File: config.mk
export PLATFORM = sky130hd
export DESIGN_NAME = wfa_bram_wr_arbiter
export DESIGN_NICKNAME = d
export VERILOG_FILES = /design/src/rtl/wfa_bram_wr_arbiter.sv
export SDC_FILE = /design/constraint.sdc
export NUM_CORES = 1
export LEC_CHECK = 0
export CAP_MARGIN = 5
export CORE_MARGIN = 2
export CORE_UTILIZATION = 45
export CTS_CLUSTER_DIAMETER = 30
export DETAILED_ROUTE_END_ITERATION = 6
export MAX_ROUTING_LAYER = met4
export PLACE_DENSITY = 0.69
export RECOVER_POWER = 100
export SETUP_SLACK_MARGIN = 0.4
export SLEW_MARGIN = 20
export SYNTH_ARGS = -nofsm -noshare
export SYNTH_HDL_FRONTEND = slang
export SYNTH_SLANG_ARGS = --single-unit
export TNS_END_PERCENT = 30
File: constraint.sdc
create_clock -name clk -period 3.7 [get_ports clk]
set_clock_uncertainty 0.05 [all_clocks]
set_input_delay 0.74 -clock clk [delete_from_list [all_inputs] [get_ports clk]]
set_output_delay 0.74 -clock clk [all_outputs]
set_load 0.02 [all_outputs]
File: src/rtl/wfa_bram_wr_arbiter.sv
// Round-robin arbiter that shares one BRAM write port between NUM_REQ producer FIFOs.
// Optional macro WFA_WR_ARB_COUNT_EN adds wr_count, the number of writes since the last start.
module wfa_bram_wr_arbiter #(
  parameter int NUM_REQ    = 4,
  parameter int DATA_WIDTH = 8,
  parameter int ADDR_WIDTH = 16
) (
  input  logic                          clk,
  input  logic                          rst_n,
  input  logic                          start,
  input  logic                          flush,
  input  logic [NUM_REQ-1:0]            fifo_empty,
  input  logic [NUM_REQ*DATA_WIDTH-1:0] fifo_dout,
  output logic [NUM_REQ-1:0]            fifo_ren,
  output logic                          wen,
  output logic [DATA_WIDTH-1:0]         din,
  output logic [ADDR_WIDTH-1:0]         addr,
  output logic                          busy,
  output logic                          done,
  output logic [NUM_REQ-1:0]            overflow
`ifdef WFA_WR_ARB_COUNT_EN
  ,
  output logic [ADDR_WIDTH:0]           wr_count
`endif
);

  localparam int ID_BITS  = $clog2(NUM_REQ);
  localparam int OFF_BITS = ADDR_WIDTH - ID_BITS;
  localparam logic [OFF_BITS-1:0] OFF_MAX = '1;

  typedef enum logic [1:0] {IDLE, RUN, DRAIN} state_t;

  state_t                state;
  logic [ID_BITS-1:0]    rr_ptr;
  logic [ID_BITS-1:0]    grant_id;
  logic                  grant_valid;
  logic [ID_BITS-1:0]    s1_id;
  logic                  s1_valid;
  logic [OFF_BITS-1:0]   offset [NUM_REQ];
  logic [NUM_REQ-1:0]    eligible;
  logic [DATA_WIDTH-1:0] dout_arr [NUM_REQ];
  logic [DATA_WIDTH-1:0] din_q;
  logic [ADDR_WIDTH-1:0] addr_q;

  // A region whose last free slot is being written this cycle is masked already,
  // so no word is popped that could never be stored.
  always_comb begin
    for (int i = 0; i < NUM_REQ; i++) begin
      eligible[i] = !fifo_empty[i] && !overflow[i] &&
                    !(s1_valid && (s1_id == ID_BITS'(i)) && (offset[i] == OFF_MAX));
      dout_arr[i] = fifo_dout[i*DATA_WIDTH +: DATA_WIDTH];
    end
  end

  always_comb begin
    logic [ID_BITS-1:0] idx;
    grant_valid = 1'b0;
    grant_id    = rr_ptr;
    idx         = rr_ptr;
    for (int k = 0; k < NUM_REQ; k++) begin
      idx = rr_ptr + ID_BITS'(k);
      if ((state == RUN) && !grant_valid && eligible[idx]) begin
        grant_valid = 1'b1;
        grant_id    = idx;
      end
    end
  end

  always_comb begin
    fifo_ren = '0;
    if (grant_valid) fifo_ren[grant_id] = 1'b1;
  end

  // FIFO data arrives one cycle after the pop, so the write path is combinational from stage 1.
  assign wen  = s1_valid;
  assign din  = s1_valid ? dout_arr[s1_id] : din_q;
  assign addr = s1_valid ? {s1_id, offset[s1_id]} : addr_q;

  always_ff @(posedge clk or negedge rst_n) begin
    if (!rst_n) begin
      state    <= IDLE;
      busy     <= 1'b0;
      done     <= 1'b0;
      rr_ptr   <= '0;
      s1_valid <= 1'b0;
      s1_id    <= '0;
      din_q    <= '0;
      addr_q   <= '0;
      overflow <= '0;
      for (int i = 0; i < NUM_REQ; i++) offset[i] <= '0;
    end else begin
      done     <= 1'b0;
      s1_valid <= grant_valid;
      din_q    <= din;
      addr_q   <= addr;
      if (grant_valid) begin
        s1_id  <= grant_id;
        rr_ptr <= grant_id + ID_BITS'(1);
      end
      if (s1_valid) begin
        if (offset[s1_id] == OFF_MAX) overflow[s1_id] <= 1'b1;
        else offset[s1_id] <= offset[s1_id] + OFF_BITS'(1);
      end
      case (state)
        IDLE: begin
          if (start) begin
            state    <= RUN;
            busy     <= 1'b1;
            overflow <= '0;
            for (int i = 0; i < NUM_REQ; i++) offset[i] <= '0;
          end
        end
        RUN: begin
          if (flush) state <= DRAIN;
        end
        DRAIN: begin
          state <= IDLE;
          busy  <= 1'b0;
          done  <= 1'b1;
        end
        default: state <= IDLE;
      endcase
    end
  end

`ifdef WFA_WR_ARB_COUNT_EN
  always_ff @(posedge clk or negedge rst_n) begin
    if (!rst_n) begin
      wr_count <= '0;
    end else if ((state == IDLE) && start) begin
      wr_count <= '0;
    end else if (s1_valid) begin
      wr_count <= wr_count + (ADDR_WIDTH+1)'(1);
    end
  end
`endif

endmodule
== Yosys cells after proc, flatten, opt, wreduce, memory -nomap -nowiden ==
Index checks and enable logic that the tools add are counted.
Widths: inputs -> output; s select.

* Memories: 0
* Memory bits (writable): 0
* Bits in read-only memories: 0
* Input port bits: 40
* Output and inout port bits: 35
* Word-level logic and storage cells: 133
* Register bits after elaboration: 93
* Latch bits: 0

* Reductions and logical operators: 46
* $lt $le $gt $ge: 10
* Multipliers: 0
* Muxes and demuxes: 45
* Div/mod/pow operators: 0
* Bitwise operators: 2
* Eq/ne operators: 12
* Add/sub/neg operators: 5
* Shift operators: 0

{| class="wikitable"
|+ Operators by type and width
! operator !! number
|-
| $mux 56 || 4
|-
| $eq 14x14->1 const B || 5
|-
| $bwmux 56 || 1
|-
| $mux 14 || 3
|-
| $bmux 14 s2 || 1
|-
| $demux 14 s2 || 1
|-
| $logic_and 1x1->1 || 26
|-
| $mux 8 || 3
|-
| $mux 4 || 5
|-
| $lt 2x3->1 const B || 6
|-
| $bmux 8 s2 || 1
|-
| $mux 16 || 1
|-
| $logic_not 1->1 || 15
|-
| $add 14x1->14 const B || 1
|-
| $mux 1 || 12
|-
| $mux 2 || 5
|-
| $bmux 1 s2 || 4
|-
| $eq 2x2->1 const B || 3
|-
| $add 2x1->2 const B || 2
|-
| $add 2x2->2 const B || 2
|-
| $demux 1 s2 || 2
|-
| $eq 2x1->1 const B || 2
|-
| $ge 2x1->1 const B || 2
|-
| $logic_not 2->1 || 2
|-
| 9 further kinds || 11
|}

== Depth between registers and ports, before layout ==
* Word-level depth: 26
* Gate-level depth with buffers: 12

== Worst setup path after synthesis ==
No wires, ideal clock.

* Path kind: register to output
* Start: register s1_id[0]
* End: output port fifo_ren[2]
* Stages on the path, launching flop included: 12
* Path slack: 0.129 ns
* Data arrival time: 2.781 ns
* Cell sequence: dfrtp_1 -> buf_6 -> buf_8 -> or3b_1 -> buf_2 -> or3_1 -> o21a_4 -> a211oi_2 -> a2111oi_1 -> or3_1 -> ha_1 -> and2_1

* Cells in the longest elaborated chain, start to end: 26
* Elaborated cells on any way between the ends: 51
* Classes of those cells: order compare: 2; eq/ne: 3; mux: 18; reduce/logical: 28

{| class="wikitable"
|+ RTL lines
! element !! RTL line !! source
|-
| from (decl) || 37 || <nowiki>logic [ID_BITS-1:0] s1_id;</nowiki>
|-
| from (signal assigned) || 97 || <nowiki>s1_id <= grant_id;</nowiki>
|-
| $eq 2x1->1 (tied with other cells) || 50 || <nowiki>!(s1_valid && (s1_id == ID_BITS'(i)) && (offset[i] == OFF_MAX));</nowiki>
|-
| $logic_and 1x1->1 (2 in series) || 50 ||
|-
| $logic_not 1->1 || 50 ||
|-
| $logic_and 1x1->1 || 49 || <nowiki>eligible[i] = !fifo_empty[i] && !overflow[i] &&</nowiki>
|-
| $bmux 1 s2 || 62 || <nowiki>if ((state == RUN) && !grant_valid && eligible[idx]) begin</nowiki>
|-
| $mux 1 (implied by the code) || 62 ||
|-
| $logic_and 1x1->1 || 62 ||
|-
| $mux 1 || 62 ||
|-
| [... 8 more ...] || - ||
|-
| $logic_not 1->1 || 62 ||
|-
| $logic_and 1x1->1 (2 in series) || 62 ||
|-
| $mux 2 || 62 ||
|-
| $lt 2x3->1 (implied by the code) or $ge 2x1->1 (tied branches) || 71 || <nowiki>if (grant_valid) fifo_ren[grant_id] = 1'b1;</nowiki>
|-
| $logic_and 1x1->1 (implied by the code) || 71 ||
|-
| $mux 1 (implied by the code) || 71 ||
|-
| $demux 1 s2 || 71 ||
|-
| $mux 4 (*) || 71 ||
|-
| to (decl) || 14 || <nowiki>output logic [NUM_REQ-1:0] fifo_ren,</nowiki>
|}

Mark *: on every way between the ends. The rest lies on a longest branch, timed or not. The select of a mux whose other input is x is not followed.

== Worst setup path after layout ==
* Start: register s1_id[1]
* End: output port fifo_ren[2]

The elaborated chain is that of the path after synthesis.

==> results by stage <==
Run status:
- The run finished, with violations left.
- The final reports fail on capacitance limit, slew limit, setup timing.

Timing:
- Subtracting the final worst setup slack from the clock period gives 3.74 ns.
- The smallest setup slack after layout is -0.0378 ns.
- The final hold violation count came to 0.
- The count of pins over their slew limit was 65.
- Setup repair after global routing could not meet its margin everywhere.
- Static timing analysis puts the maximum clock frequency at 268 MHz.
- Measured against its own limit, the worst slew margin works out to -7.42%.
- The final setup violation count is 2.
- The worst hold slack is 0.446 ns.
- The pin slew with the least headroom to its limit is 1.61 ns.
- The share of the cycle needed by the critical path after routing is 101%.

Clocking:
- The number of buffers between clock root and the deepest sink is 2.
- In this run the number of H-tree levels came out at 3.
- In this run, post-CTS hold repair placed 0 buffers.
- Buffers inserted during clock tree synthesis total 9.
- Clock-pin slew was measured on the worst setup and hold paths at 0.08 ns.
- TritonCTS built the clock tree.
- For the worst-skew pair, the clock arrives at the later sink with an insertion delay of approximately 0.37 ns.
- In this run the clock root is driven by a sky130_fd_sc_hd__clkbuf_8.
- The number of clock sinks is 93.

Global route:
- The via count of the first global-routing pass is 4106.
- The initial antenna violation count is 0.
- Global routing used 24.2% of the available tracks across all layers.
- The remaining global-route overflow is 0.
- The pin count of the biggest net entering global routing is 65.
- The first global-routing pass estimated 21.2 mm of wire.

Synthesis:
- Of all flip-flops after synthesis, the portion carrying an async set or reset was 100%.
- The total nets after synthesis is between 400 and 500.
- For this run, the number of Yosys warnings is 0.
- The leading area contributor after synthesis is sky130_fd_sc_hd__dfrtp_1.
- Of the synthesized area, sequential elements account for 47.9%.
- The unique cell type count in the Yosys netlist is 56.
- The post-synthesis average cell area is between 10 and 15 um2.
- By count the netlist is led by 93 x sky130_fd_sc_hd__dfrtp_1, 50 x sky130_fd_sc_hd__nor2_1, 37 x sky130_fd_sc_hd__a21oi_1.
- For this run, the leading register cell type out of synthesis is sky130_fd_sc_hd__dfrtp_1.
- After synthesis the cells add up to a little under 0.005 mm2.
- By instance count, the leading cell after synthesis is sky130_fd_sc_hd__dfrtp_1.
- The count of mapped cells out of synthesis is between 400 and 500.
- The area share of the largest cell type after synthesis is a little under half.
- The synthesized design contains 0 enable-type register cells.
- The synthesized flop and latch total is 93.
- After synthesis, the cell types taking the most area are sky130_fd_sc_hd__dfrtp_1 48%, sky130_fd_sc_hd__mux4_2 7.0%, sky130_fd_sc_hd__mux2_2 5.3%.

Flow run:
- The count of max-cap constraint violations is 1.

Final layout:
- The final standard cell count with taps included and fillers excluded is 679.
- At the end of the flow, the number of nets in the layout was 583.
- In the final layout, the share of cells above drive strength 1 is 23.9%.
- The number of diodes is 0.
- The final core area utilization is 60.1%.
- The area of all placed cells without fillers is roughly 0.0063 mm2.
- The layout overhead on the synthesized area is 28.9%.

Routing:
- The total wire length is 12.7 mm.
- For this block, the initial DRC count from the detailed router was around 260.
- The detailed-route vias per instance is 5.92.
- The total DRC errors in the routed layout is 0.
- The first-pass detailed-route iteration total is 6.
- The total vias in the final route is 4017.
- After detailed routing, the average wire length per cell comes to approximately 19 um.
- Once detail routing completed, the nets flagged for antenna violations numbered 0.

Pwr:
- The cell area power density is roughly 790 mW/mm2.
- The maximum ir drop on the vdd rail is 0.423 mV.
- The analysis attributes to cell leakage a power of 0.00267 uW.

Placed design:
- The cell area reported after detailed placement is 0.00592 mm2.
- The number of buffers inserted by port buffering is 74.
- The placer's final routability congestion estimate is 0.943.
- The instance count after placement with tap cells included is ~650.
- The detailed-placement wirelength estimate is 9.00 mm.

Die:
- The count of standard-cell rows is 37.
- The die is 108 um wide.
- The die height is 108 um.
- The die covers 0.0116 mm2.
- The region available for standard cell placement spans ~0.010 mm2.
- The I/O pin count is 75.
- The initial standard-cell utilization of the core is 46.6%.

Critical path:
- The kind of start point of the critical path is a flip-flop.
- The launching instance or port of the critical path is s1_id[1].
- The type of element capturing the critical path is an output port.
- In this run the worst path has a maximum fanout of 6.
- At the worst endpoint, the required time is between 2 and 3 ns.
- The arrival time of data at the critical path endpoint is around 3 ns.
- The worst setup path is of the flip-flop to output port kind.
- The reg-to-reg critical path startpoint is s1_id[0].

Worst hold path:
- The path category of the worst min-delay check is flip-flop to flip-flop.
- The startpoint of the lowest-slack hold path is din_q[2].
-- critical path: stages, from the launching register on --
cell and delay [ns]:
sky130_fd_sc_hd__dfrtp_1 0.42, sky130_fd_sc_hd__or3b_4 0.43, sky130_fd_sc_hd__or3_4 0.34, sky130_fd_sc_hd__o21a_4 0.24, sky130_fd_sc_hd__a211oi_2 0.19, sky130_fd_sc_hd__a2111oi_2 0.08, sky130_fd_sc_hd__or3_4 0.44, sky130_fd_sc_hd__ha_4 0.16
sky130_fd_sc_hd__and2_4 0.12, sky130_fd_sc_hd__buf_4 0.15
-- flip-flops by register name, indices dropped and copies added, names as in the netlist --
register and cells:
offset 56, addr_q 16, din_q 8, overflow 4
rr_ptr 2, s1_id 2, state 2, busy 1
done 1, wen 1
-- report_power, final --
| part | switching, uW | total (uW) | internal [uW] |
|---|---|---|---|
| sequential | 289 | 1680 | 1390 |
| combinational | 1370 | 2560 | 1180 |
| clock | 342 | 723 | 380 |
-- logic make-up (layout without fill, tap and decap cells) --
| kind of cell | Yosys count | after routing | synth area share, % |
|---|---|---|---|
| adders and majority gates | 5 | 5 | 1.29 |
| xor gates and xnor gates | 12 | 12 | 2.16 |
| and+or+nand+nor | 123 | 123 | 12.7 |
| buffers and inverters | 36 | 141 | 3.35 |
| DFF | 93 | 93 | 47.9 |
| muxes | 51 | 51 | 17.3 |
| AOI/OAI and AO/OA | 118 | 118 | 15.2 |
-- layer usage --
layer  global-route usage (%)  vias up  part of all wire (%)
li1                         -     1833                     -
met1                     32.2     2050                    43
met2                     39.0      120                    51
met3                     4.78       14                   4.8
met4                     5.13        0                   1.2
met5                        -        -                     0
-- placed cells by master, fill, tap and decap left out, drive strengths merged, types with 8 or more instances in the layout --
cell type	n
clkbuf	19
nor2	50
buf	45
nor3	10
nand2	20
a21oi	37
mux2	23
clkdlybuf4s50	47
xnor2	9
dfrtp	93
dlymetal6s2s	8
mux4	22
nand4	13
a211oi	19
dlygate4sd2	10
o21ai	38
-- through the flow --
step	TNS (ns)	setup WS, ns	total power [uW]
finish	-0.0677	-0.0378	4960
global route	-0.259	-0.106	5300
CTS	-0.0113	-0.0113	4980
detailed placement	-1.23	-0.331	4160
global placement	-1.10	-0.307	4090
floorplan	0	0.284	3270
-- repair_timing --
action / in CTS / in global routing
resized for setup: 63 / 17
setup buffers: 8 / 2
pin swaps: 14 / 8
endpoints found under the setup margin: 18 / 17
-- area by class of cell --
class | count | area (um2)
multi-input combinational | 309 | 2450
sequential | 93 | 2330
clock inverter | 4 | 72.6
inverter | 7 | 26.3
fill | 891 | 4160
timing repair buffer | 118 | 1080
tap | 136 | 170
clock buffer | 12 | 135
-- path summary, 6_finish.rpt --
| kind | to | slack, ns | cells past startpoint |
|---|---|---|---|
| min in group asynchronous | offset[28] | 0.72 | 1 |
| worst max-delay path | fifo_ren[2] | -0.04 | 9 |
| worst max register to register | offset[1] | 0.66 | 12 |
| worst min register to register | din_q[2] | 0.45 | 1 |
| worst min-delay path | din_q[2] | 0.45 | 1 |
| max in group asynchronous | addr_q[2] | 1.33 | 2 |
No activity file was read; power rests on OpenSTA's default activity.
